$ cat config.mk
export PLATFORM = sky130hd
export DESIGN_NAME = pipe_ctrl
export DESIGN_NICKNAME = d
export VERILOG_FILES = /design/src/rtl/pipe_ctrl_pkg.sv /design/src/rtl/pipe_ctrl_satcnt.sv /design/src/rtl/pipe_ctrl.sv
export SDC_FILE = /design/constraint.sdc
export NUM_CORES = 1
export LEC_CHECK = 0
export BUFFER_PORTS_ARGS = -buffer_cell sky130_fd_sc_hd__buf_2
export CORE_MARGIN = 2
export CORE_UTILIZATION = 30
export CTS_BUF_LIST = sky130_fd_sc_hd__clkbuf_4
export DETAILED_ROUTE_END_ITERATION = 12
export PLACE_DENSITY_LB_ADDON = 0.3
export SKIP_CTS_REPAIR_TIMING = 1
export SYNTH_ARGS = -nofsm -noshare
export SYNTH_HDL_FRONTEND = slang
export SYNTH_SLANG_ARGS = --single-unit
$ cat constraint.sdc
create_clock -name clk -period 6.3 [get_ports clk]
set_clock_uncertainty 0.1 [all_clocks]
set_input_delay 0.63 -clock clk [delete_from_list [all_inputs] [get_ports clk]]
set_output_delay 0.63 -clock clk [all_outputs]
set_load 0.005 [all_outputs]
$ cat src/rtl/pipe_ctrl_pkg.sv
// Shared types and stall encodings for the pipeline sequencer.
// Stall bus bit order: [0]PC [1]IF/ID [2]ID/EX [3]EX/MEM [4]MEM/WB [5]WB.
package pipe_ctrl_pkg;

  localparam int unsigned StallW = 6;

  localparam logic [StallW-1:0] StallNone = 6'b000000;
  localparam logic [StallW-1:0] StallPc   = 6'b000001;
  localparam logic [StallW-1:0] StallIf   = 6'b000011;
  localparam logic [StallW-1:0] StallId   = 6'b000111;
  localparam logic [StallW-1:0] StallMem  = 6'b011111;

  typedef enum logic {
    StIdle,
    StPend
  } state_e;

endpackage

$ cat src/rtl/pipe_ctrl_satcnt.sv
// Saturating up-counter; holds at all-ones instead of wrapping.
module pipe_ctrl_satcnt #(
  parameter int unsigned CNT_W = 32
) (
  input  logic             clk,
  input  logic             rst,
  input  logic             inc,
  output logic [CNT_W-1:0] count
);

  logic [CNT_W-1:0] count_q, count_d;

  always_comb begin
    count_d = count_q;
    if (inc && !(&count_q)) begin
      count_d = count_q + {{(CNT_W-1){1'b0}}, 1'b1};
    end
  end

  always_ff @(posedge clk or negedge rst) begin
    if (!rst) begin
      count_q <= '0;
    end else begin
      count_q <= count_d;
    end
  end

  assign count = count_q;

endmodule

$ cat src/rtl/pipe_ctrl.sv
// Pipeline sequencer: per-stage stall/flush generation, PC-redirect handshake
// toward fetch, and stall/flush performance counters.
module pipe_ctrl
  import pipe_ctrl_pkg::*;
#(
  parameter int unsigned ADDR_W = 32,
  parameter int unsigned CNT_W  = 32
) (
  input  logic              clk,
  input  logic              rst,
  input  logic              if_stall_req,
  input  logic              id_stall_req,
  input  logic              mem_stall_req,
  input  logic              ex_branch_taken,
  input  logic [ADDR_W-1:0] ex_branch_target,
  input  logic              redirect_ready,
  output logic [5:0]        stall,
  output logic              flush_if_id,
  output logic              flush_id_ex,
  output logic              redirect_valid,
  output logic [ADDR_W-1:0] redirect_target,
  output logic [CNT_W-1:0]  stall_cycles,
  output logic [CNT_W-1:0]  flush_count
);

  state_e            state_q, state_d;
  logic [ADDR_W-1:0] target_q, target_d;
  logic              take_branch;
  logic              redirect_done;

  always_comb begin
    state_d       = state_q;
    target_d      = target_q;
    take_branch   = 1'b0;
    redirect_done = 1'b0;
    case (state_q)
      StIdle: begin
        // A branch under a memory stall is frozen in EX and re-presents later.
        if (ex_branch_taken && !mem_stall_req) begin
          take_branch = 1'b1;
          target_d    = ex_branch_target;
          state_d     = StPend;
        end
      end
      StPend: begin
        // Younger branches are ignored: the oldest redirect wins.
        if (redirect_ready) begin
          redirect_done = 1'b1;
          state_d       = StIdle;
        end
      end
      default: state_d = StIdle;
    endcase
  end

  always_ff @(posedge clk or negedge rst) begin
    if (!rst) begin
      state_q  <= StIdle;
      target_q <= '0;
    end else begin
      state_q  <= state_d;
      target_q <= target_d;
    end
  end

  always_comb begin
    stall = StallNone;
    if (rst) begin
      if (mem_stall_req) begin
        stall = StallMem;
      end else if (id_stall_req) begin
        stall = StallId;
      end else if (if_stall_req) begin
        stall = StallIf;
      end else if (state_q == StPend) begin
        stall = StallPc;
      end
    end
  end

  // Bubbles take precedence over ID/IF stalls on the flushed registers.
  assign flush_if_id     = rst && (take_branch || (state_q == StPend));
  assign flush_id_ex     = rst && take_branch;
  assign redirect_valid  = (state_q == StPend);
  assign redirect_target = target_q;

  pipe_ctrl_satcnt #(
    .CNT_W (CNT_W)
  ) u_stall_cnt (
    .clk   (clk),
    .rst   (rst),
    .inc   (|stall),
    .count (stall_cycles)
  );

  pipe_ctrl_satcnt #(
    .CNT_W (CNT_W)
  ) u_flush_cnt (
    .clk   (clk),
    .rst   (rst),
    .inc   (redirect_done),
    .count (flush_count)
  );

endmodule

==> impl_metrics.json <==
{
  "start_util_pct": 30.5,
  "p_clk_share_pct": 25.4,
  "hp-class": "input port to async pin",
  "cts_tree": "yes",
  "tns_ps": 0,
  "startpoint_type": "flop",
  "whs_ps": 62.7,
  "cts_inserted_buffers": 9,
  "drt_wl_total_mm": 10.2,
  "cts_root_buf": "clkbuf_4",
  "p_total_mw": 1.37,
  "status": "complete, no violations",
  "p_sw_share_pct": 29.1,
  "cp-end-kind": "output pin",
  "cp.arrival_ps": 2510,
  "synth-seq-cells": 97,
  "pwr-share-seq_pct": 56.6,
  "synth_top_family_by_area": "simple AND/OR/NAND/NOR gates",
  "ant_nets": 0,
  "period_needed_ps": 3240,
  "drtPass1Iterations": 4,
  "reg2reg_setup_slack_ps": 3510,
  "clkTransAtPathRegs_ps": 160,
  "synth_top_area_share_pct": 55.2,
  "ctsHtreeMaxLevel": 3,
  "clk_path_buf_depth": 2,
  "port_buffers": 142,
  "max-cap-violations": 0,
  "post-route-period-util_pct": 51.4,
  "clkSinkCount": 97,
  "postSynthAreaPerCell_um2": 11.6,
  "critPathKind": "flop to output pin",
  "relSlewSlack_pct": 35.2,
  "placed_area_um2": 5300,
  "synth_most_common_cell": "dfrtp_1",
  "post_drt_wl_per_cell_um": 14.4,
  "area_growth_pct": 23.8,
  "die_area_um2": 15600,
  "pin_count": 144,
  "power_density_nw_per_um2": 252,
  "rsz0062_at_grt": "no",
  "max_freq_mhz": 309,
  "syn_inst": 378,
  "cp_data_required_time_ps": 5570,
  "synth_fa_ha_area_share_pct": 0.569,
  "switchingPower_mw": 0.398,
  "grt_max_degree": 54,
  "final_max_slew_viol_count": 0,
  "muxShareOfSynthArea_pct": 9.54,
  "fp.dieW_um": 125,
  "grt_pass1_vias": 3517,
  "yosysUniqueCellTypes": 47,
  "async_flop_share_pct": 100,
  "yosys-top-cells-area": "dfrtp_1 (55%), mux2_2 (9.0%), xor2_1 (6.8%), xnor2_1 (4.6%), nand3_1 (3.5%)",
  "hpwl_mm": 7.32,
  "layout.nets": 563,
  "final_area_um2": 5440,
  "post_drt_via_cell_ratio": 4.90,
  "r2r_end": "u_flush_cnt.count[1]",
  "fill_cells": 1461,
  "yosys_warnings": 0,
  "ys.flop_type": "dfrtp_1",
  "drive_above_1_share_pct": 38.5,
  "synth_common_cells": "dfrtp_1 (97), mux2_2 (35), xor2_1 (34), nand3_1 (31), nand2_1 (24)",
  "coreArea_um2": 14400,
  "num_vias": 3481,
  "setup_violations": 0,
  "yosys.area_share.xor_xnor_pct": 11.4,
  "grt_overflow": 0,
  "drc": 0,
  "core.rowCount": 44,
  "grt_pass1_wl_mm": 17.6,
  "grt.total_usage_pct": 13.7,
  "antenna_cells": 0,
  "synthesis.nets": 419,
  "antenna_found_initial": 0,
  "p_int_mw": 0.971,
  "synth_edf_count": 0,
  "syn_area_um2": 4390,
  "comb_power_share_pct": 18.0,
  "rr_startpoint": "u_flush_cnt.count[0]",
  "place_congestion": 0.758,
  "synth_compound_area_share_pct": 2.28,
  "synth_area_leader_cell": "dfrtp_1",
  "leakagePower_nw": 2.71,
  "clock_latency_ps": 480,
  "hold_violations": 0,
  "ff2ff_path_depth": 6,
  "ir_drop_mv": 0.0885,
  "seq_area_frac_synth_pct": 55.2,
  "die_height_um": 125,
  "worstMarginPinSlew_ps": 970,
  "yosys.area_share.simple_pct": 19.0,
  "critPathMaxFanout": 9,
  "initialDrtViolationCount": 181
}
worst max-delay path, stage by stage (launching register included):
cell	delay, ps
dfrtp_1	560
o41ai_1	730
clkinv_1	490
buf_2	250
registers in the layout, summed over array words and instances, names as in the netlist:
name / flops
redirect_valid: 1
redirect_target: 32
u_stall_cnt.count: 32
u_flush_cnt.count: 32
cells in the final DEF, fill, tap and decap left out, drive strengths merged, types with 2 or more instances in the layout:
cell	n
a211oi	2
nand3	31
or4	4
nor2	21
nor2b	2
and4	4
xor2	34
and3	5
and2	3
clkinv	2
o21a	2
nand4	18
mux2	36
dfrtp	97
nand2	25
clkbuf	10
xnor2	23
inv	6
nor4	9
o21ai	3
a31oi	2
or3	5
buf	144
nor3b	2
nor3	19
clkinvlp	3
ha	2
how the worst max path moves through the flow:
stage,from,end,slack (ps)
6_report,redirect_valid,stall[0],3060
3_3_place_gp,rst,u_stall_cnt.count[22],3010
5_1_grt,redirect_valid,stall[0],2910
3_5_place_dp,rst,u_stall_cnt.count[14],2980
4_1_cts,redirect_valid,stall[0],2990
2_1_floorplan,u_stall_cnt.count[0],u_stall_cnt.count[1],3860
cells by family after synthesis:
kind of cell	after synthesis
buf+inv	17
other cells	1
xor+xnor	57
flops	97
simple gates	153
mux	37
compound gates	14
fa+ha+maj	2
layout make-up:
type	instances	area, um2	share of cell area [%]
flip-flops and latches	97	2430	44.6
multi-input cells	264	1890	34.8
repair buffers	144	728	13.4
well taps	184	230	4.23
clock buffers	10	75.1	1.38
clock inverters	6	66.3	1.22
inverters	6	22.5	0.414
per-layer routing:
layer  vias up  part of all wire (%)  GRT usage (%)  routed length [um]
li1       1638                     -              -                   -
met1      1692                    46           18.0                4700
met2       136                    46           21.5                4660
met3        15                   6.4           3.25                 651
met4         0                   1.9           6.21                 197
met5         -                     0              0                   0
power by group through the flow:
stage                     combinational (mW)  clock, mW  sequential (mW)
after floorplan                        0.117          0            0.784
after global placement                 0.250          0            0.782
after detailed placement               0.254          0            0.788
after CTS                              0.254      0.366            0.776
after global routing                   0.276      0.391            0.790
final                                  0.247      0.347            0.775
through the flow:
step / cells / setup slack (ps) / utilization, %
floorplan: 378 / 3860 / -
global placement: 695 / 3010 / 36.7
detailed placement: 695 / 2980 / 36.7
CTS: 711 / 2990 / 37.7
global route: 711 / 2910 / 37.7
finish: 711 / 3060 / 37.7
(Power assumes the default switching activity.)
